<file path="config.mk">
export PLATFORM = sky130hd
export DESIGN_NAME = byte_mem_requester
export DESIGN_NICKNAME = d
export VERILOG_FILES = /design/src/rtl/byte_mem_requester.sv
export SDC_FILE = /design/constraint.sdc
export NUM_CORES = 1
export LEC_CHECK = 0
export CAP_MARGIN = 20
export CORE_AREA = 4 4 150 152
export CTS_CLUSTER_SIZE = 24
export DETAILED_ROUTE_END_ITERATION = 10
export DIE_AREA = 0 0 154 156
export GPL_ROUTABILITY_DRIVEN = 0
export HOLD_SLACK_MARGIN = 0.03
export PLACE_DENSITY = 0.53
export SKIP_LAST_GASP = 1
export SLEW_MARGIN = 20
export SYNTH_ARGS = -nofsm -noshare
export SYNTH_HDL_FRONTEND = slang
export SYNTH_SLANG_ARGS = --single-unit
export TNS_END_PERCENT = 20
</file>
<file path="constraint.sdc">
create_clock -name clk -period 3.9 [get_ports clk]
set_input_delay 0.585 -clock clk [delete_from_list [all_inputs] [get_ports clk]]
set_output_delay 0.585 -clock clk [all_outputs]
set_load 0.005 [all_outputs]
</file>
<file path="src/rtl/byte_mem_requester.sv">
// byte_mem_requester
// Initiator side of the byte-wide data-memory port. One 32-bit load or store
// from the MEM stage becomes four big-endian byte beats, and the pipeline is
// held until the last beat is accepted.

module byte_mem_requester #(
  parameter int ADDR_W = 32,
  parameter int DATA_W = 32
) (
  input  logic              clk,
  input  logic              rst,
  input  logic              req_read,
  input  logic              req_write,
  input  logic [ADDR_W-1:0] req_addr,
  input  logic [DATA_W-1:0] req_wdata,
  output logic [DATA_W-1:0] rdata,
  output logic              stall,
  output logic              done,
  output logic [ADDR_W-1:0] mem_addr,
  output logic [7:0]        mem_wdata,
  output logic              mem_re,
  output logic              mem_we,
  input  logic [7:0]        mem_rdata,
  input  logic              mem_ready
);

  localparam logic [1:0] IDLE = 2'd0;
  localparam logic [1:0] XFER = 2'd1;
  localparam logic [1:0] DONE = 2'd2;

  logic [1:0]        state;
  logic [1:0]        beat;
  logic [ADDR_W-1:0] addr_q;
  logic [DATA_W-1:0] wdata_q;
  logic              op_write;
  logic [DATA_W-1:0] asm_q;
  logic              in_xfer;
  logic [7:0]        beat_byte;

  // Sequencer: capture the request in IDLE, step one beat per accepted
  // cycle in XFER, and spend exactly one cycle in DONE.
  always_ff @(posedge clk or posedge rst) begin
    if (rst) begin
      state    <= IDLE;
      beat     <= 2'd0;
      addr_q   <= '0;
      wdata_q  <= '0;
      op_write <= 1'b0;
      asm_q    <= '0;
      rdata    <= '0;
    end else begin
      case (state)
        IDLE: begin
          if (req_write || req_read) begin
            addr_q   <= req_addr;
            wdata_q  <= req_wdata;
            op_write <= req_write;
            beat     <= 2'd0;
            asm_q    <= '0;
            state    <= XFER;
          end
        end
        XFER: begin
          if (mem_ready) begin
            if (!op_write) begin
              case (beat)
                2'd0:    asm_q[31:24] <= mem_rdata;
                2'd1:    asm_q[23:16] <= mem_rdata;
                2'd2:    asm_q[15:8]  <= mem_rdata;
                default: asm_q[7:0]   <= mem_rdata;
              endcase
            end
            if (beat == 2'd3) begin
              state <= DONE;
              if (!op_write) begin
                rdata <= {asm_q[31:8], mem_rdata};
              end
            end else begin
              beat <= beat + 2'd1;
            end
          end
        end
        DONE: begin
          state <= IDLE;
        end
        default: begin
          state <= IDLE;
        end
      endcase
    end
  end

  // Big-endian byte select of the captured store word for the current beat.
  always_comb begin
    beat_byte = 8'h00;
    case (beat)
      2'd0:    beat_byte = wdata_q[31:24];
      2'd1:    beat_byte = wdata_q[23:16];
      2'd2:    beat_byte = wdata_q[15:8];
      default: beat_byte = wdata_q[7:0];
    endcase
  end

  // Memory-side outputs are only live in XFER; stall covers the request
  // cycle itself so the pipeline never advances past an unaccepted access.
  always_comb begin
    in_xfer   = (state == XFER);
    mem_re    = in_xfer && !op_write;
    mem_we    = in_xfer && op_write;
    mem_addr  = in_xfer ? (addr_q + {{(ADDR_W-2){1'b0}}, beat}) : '0;
    mem_wdata = (in_xfer && op_write) ? beat_byte : 8'h00;
    done      = (state == DONE);
    stall     = !rst && (in_xfer || ((state == IDLE) && (req_read || req_write)));
  end

endmodule
</file>
==> results.md <==
- Antenna viol nets, final: 0
- Setup-failing EPs final: 0
- CP cell instances: ha_1 -> fa_1 -> nand4_1 -> or3_4 -> or4_1 -> a21oi_1 -> clkdlybuf4s50_1
- Pleak: 3.41 nW
- RSZ-0062 raised after global routing: true
- Initial Util: 27.9%
- Reg2Reg Setup Slack: 1450 ps
- Routed WL: about 16 mm
- Peak supply drop: ~0.39 mV
- GRT Resource Usage Total: 13.0%
- Post-Synth Adder-Cell Area: under 10%
- Worst-path maximum fanout: 10
- Skew final: 8.24 ps
- Slew Viols, Final: 0
- Synthesized area: between 5000 and 6000 µm²
- Crit Path Class: flop to primary output
- Setup_tns: 0 ps
- Yosys top cell area share: a little over half
- DP Wirelength: about 12 mm
- Vias: ~4500
- Sink Count: 125
- Run status: completed
- WP data arrival: 3240 ps
- Largest family of logic cells by synthesized area: multiplexers
- Via density: ~4.8
- Largest net degree at the start of global routing: 71
- Critical Path Max Stage Delay: 540 ps
- Synthesized instance count: about 480
- Nets: around 720
- Global-route wire length before repair: about 25 mm
- Layout area overhead: 43.0%
- Ant diodes: 0
- CP required: 3310 ps
- Dominant cells by area after synthesis: dfrtp_1 (53%), mux2_2 (22%), nor2_1 (2.2%)
- Slew of the pin with the lowest slew margin: 1010 ps
- Mux contribution to synthesized area: between 20% and 30%
- Worst-skew pair later-pin latency: 410 ps
- Slew Limit Headroom: 32.1%
- Simple-Gate Fraction of Synth Area: 11.3%
- Total congestion overflow: 0
- Netlist cell types: 39
- Synth Area in Compound Gates: under 10%
- Clk pin slew, worst setup/hold paths: about 60 ps
- DRC errors left: 0
- CTS Buffer Depth: 2
- Die X: 154 µm
- Share of cells above drive strength 1: 24.5%
- Post-synthesis xor/xnor area fraction: 1.64%
- Hold Path Class: flop to flop
- Routed WL per cell: roughly 17 µm
- Synth async-reset ratio: between 90% and 100%
- Number of I/O pins: 153
- Max Cap Viol: 0
- Vias in the first global route: between 4000 and 5000
- YS warnings: 0
- DRT iter0 DRCs: 190
- Top FF cell, synth: dfrtp_1
- Hold Vio Cnt, Final: 0
- CP bufs+invs: 1
- Fin util: 39.8%
- Initial antenna violation count: 2
- First drt pass iteration count: 4
- Critical Path Sink Type: primary output
- Worst-path cell with the longest stage delay: clkdlybuf4s50_1
- Number of fill cells: approximately 2000
- Flops & latches, synth: approximately 130
- Port-buffer cells: 152
- Row cnt: 53
- Area of the multi-input gates: between 2000 and 3000 µm²
- Synthesized area per cell: 12.1 µm²
- Final period utilization: 98.1%
- Max frequency: approximately 260 MHz
- Post-synth top area cell: dfrtp_1
- Die Y: 156 µm
- Sequential Area: 3130 µm²
- # H-tree levels: 4
- EDFF count, synth: 0
- CTS tree: built
- Root buffer cell: clkbuf_16
- Crit path max-delay family: simple AND/OR/NAND/NOR gates
- Power Density: 842 nW/µm²
- Post-Syn Nets: roughly 570
- Period minus WS final: roughly 3800 ps
- Crit start category: flop
- Core area: 21000 µm²
- Setup Fix Bufs, Post-CTS: 0
- CTS Buf Count: 17
- Seq/Total Area, Yosys: 53.4%
- Die Area: between 20000 and 25000 µm²
==> worst register-to-register path, stage by stage, from the launching register on <==
cell and delay [ps]:
dfrtp_1 430, nand2b_1 610, buf_4 380, nor3_2 110, buf_4 410, mux2_2 400
==> cells in the final DEF, fill, tap and decap left out, types with 6 or more instances in the layout <==
master,n
nand2_1,21
clkbuf_16,17
mux2_2,114
nand3_1,7
a21oi_1,24
a222oi_1,8
nand4_1,9
xnor2_1,8
or4_1,9
dfrtp_1,125
inv_1,7
o31ai_1,9
nor2_1,35
clkdlybuf4s50_1,152
ha_1,6
and2_1,13
nor3_1,6
buf_4,8
o21ai_0,10
==> repair_timing <==
item | CTS | global route
gates resized for setup | 1 | 1
hold buffers | 0 | 0
endpoints found under the hold margin | 0 | 0
setup endpoints to repair | 4 | 9
==> synth_stat cells (5+ instances only) <==
cell	number
a21oi_1	24
a222oi_1	8
and2_1	13
and4_1	5
buf_1	5
clkbuf_1	20
dfrtp_1	125
ha_1	6
inv_1	8
mux2_2	114
nand2_1	21
nand3_1	7
nand4_1	9
nor2_1	35
nor3_1	7
o21ai_0	10
o31ai_1	9
or3_1	5
or4_1	10
xnor2_1	8
==> final cells by class <==
class                      count  share of cell area [%]
clock buffer                  24                    5.99
multi-input combinational    324                    31.2
clock inverter                 6                    1.85
tap                          275                    4.11
timing repair buffer         161                    19.1
sequential                   125                    37.3
inverter                       8                   0.403
==> kinds of logic after synthesis <==
kind of cell | count (synthesis)
compound gates | 65
xor+xnor | 11
fa+ha+maj | 7
buf+inv | 35
flops | 125
mux | 117
simple gates | 124
==> registers in the layout, indices dropped and copies added, names as in the netlist <==
signal / count
op_write: 1
beat: 2
wdata_q: 32
state: 2
addr_q: 32
rdata: 32
asm_q: 24
==> metal layers <==
layer / global-route usage, % / routed length [µm]
met1: 16.4 / 7030
met2: 21.0 / 7460
met3: 3.58 / 821
met4: 5.93 / 487
met5: 0 / 26
==> final timing paths <==
path / cells past startpoint / endpoint / startpoint
worst min register to register: 1 / rdata[24] / rdata[24]
worst max-delay path: 7 / mem_addr[22] / beat[0]
worst min-delay path: 1 / rdata[24] / rdata[24]
worst max register to register: 5 / rdata[16] / state[1]
max in group asynchronous: 3 / asm_q[25] / rst
min in group asynchronous: 2 / addr_q[3] / rst
==> stage by stage <==
step | hold slack (ps) | setup WS [ps] | instances | area [µm²] | total power [mW]
2_1_floorplan | 459 | 1160 | 484 | 5860 | 3.89
3_3_place_gp | 477 | 464 | 893 | 7710 | 5.31
6_report | 491 | 75.3 | 923 | 8380 | 7.05
3_5_place_dp | 486 | 442 | 893 | 7710 | 5.37
5_1_grt | 517 | -125 | 923 | 8380 | 7.52
4_1_cts | 498 | -7.14 | 923 | 8370 | 7.17
==> where the power goes <==
group / leakage (nW) / internal (mW) / switching (mW)
Clock: 0.322 / 1.21 / 0.537
Sequential: 1.53 / 1.92 / 0.484
Combinational: 1.55 / 1.73 / 1.17
Total: 3.41 / 4.86 / 2.19
Power figures use the tool's default switching activity.
==> variant, RTL diff (same flow settings) <==
`ADDR_W`: 32 -> 16.
--- a/src/rtl/byte_mem_requester.sv
+++ b/src/rtl/byte_mem_requester.sv
@@ -4,7 +4,7 @@
 // held until the last beat is accepted.
 
 module byte_mem_requester #(
-  parameter int ADDR_W = 32,
+  parameter int ADDR_W = 16,
   parameter int DATA_W = 32
 ) (
   input  logic              clk,
Ports: changed (resized mem_addr and req_addr); port bits go from 153 to 121. The function was not compared with the original's and may differ.
==> variant against the original RTL <==
- count of clock-buffer cells in the layout shrank 15
- total power shrank 22%
- cell area shrank 20%
- critical path depth shrank 3
- first-iteration DRC count shrank 38%
- area after synthesis shrank 16%
- sequential cell count shrank 16
- sequential power shrank 14%
- wire length shrank 20%
- setup slack gained 570 ps
- highest routed layer is now met4
==> variant: results (changes against the original RTL) <==
Max IR drop VDD - 0.0002573 V (was 0.0003891 V)
Fraction of area in multi-input gates - 0.3067 (was 0.3119)
CTS H-tree depth - 3 (was 4)
Vias in the first global route - 3,777 (was 4,699)
Synth Area in Adders - 0.01922 (was 0.01624)
Critical path endpoint - mem_wdata[0] (was mem_addr[22])
Nets - 559 (was 721)
Port Buffers - 120 (was 152)
HP Start - asm_q[25]$_DFFE_PP0P_ (was rdata[24]$_DFFE_PP0P_)
Synth Area in XOR/XNOR - 0.01770 (was 0.01645)
Multiplexer area fraction after synthesis - 0.2205 (was 0.2250)
Multi-input gates - 242 (was 324)
Synth Cell Area - 4947 um2 (was 5857 um2)
Skew-Pair Late Insertion Delay - 350 ps (was 410 ps)
Final Cycle Share - 0.8339 (was 0.9807)
Sequential area share after synthesis - 0.5513 (was 0.5341)
RR Startpoint - beat[1]$_DFFE_PP0P_ (was state[1]$_DFFE_PP0P_)
Synth cell types - 40 (was 39)
LEAKAGE - 2.770 nW (was 3.407 nW)
Post-Synthesis Cells - 377 (was 484)
Top cells by count, synth - dfrtp_1 (109), mux2_2 (94), nor2_1 (35) (was dfrtp_1 (125), mux2_2 (114), nor2_1 (35))
Sequential cell area share - 0.4095 (was 0.3734)
Status - complete, no violations (unchanged)
Slowest stage delay, CP - 610 ps (was 540 ps)
Buffers, non-clock - 124 (was 161)
First-pass GRT wire length - 20.65 mm (was 25.14 mm)
Clock-pin slew on the worst setup and hold paths - 80 ps (was 60 ps)
DP Area - 6380 um2 (was 7711 um2)
Dpl cells - 755 (was 893)
Antenna violations before repair - 0 (was 2)
variant: cell types whose count changed in the layout (fill, tap and decap cells not counted), moves of 8 or more:
cell	unedited run	this run
dfrtp_1	125	109
o21ai_0	10	2
clkbuf_16	17	9
a21oi_1	24	10
mux2_2	114	94
clkdlybuf4s50_1	152	120
nand2_1	21	11
a22o_1	2	12
o31ai_1	9	0
or4_1	9	0
variant: kinds of logic (layout without fill, tap and decap cells):
group           count (synthesis)  after routing
mux                            97             97
compound gates                 44             44
flops                         109            109
fa+ha+maj                       7              7
simple gates                   84             84
buf+inv                        26            145
xor+xnor                       10             10
variant: routing by layer:
metal	vias up	share of wire	wire length, um	global-route usage
met2	91	0.49	6238	0.1828
met4	0	0.017	212	0.03406
met1	1750	0.43	5402	0.1312
met3	15	0.063	799	0.03495
li1	1583	-	-	-
met5	-	0	0	0
variant: where the power goes:
group	switching (W)	internal, W
logic	0.00102	0.00151
registers	0.000392	0.00167
clock network	0.000431	0.000444
total	0.00184	0.00362
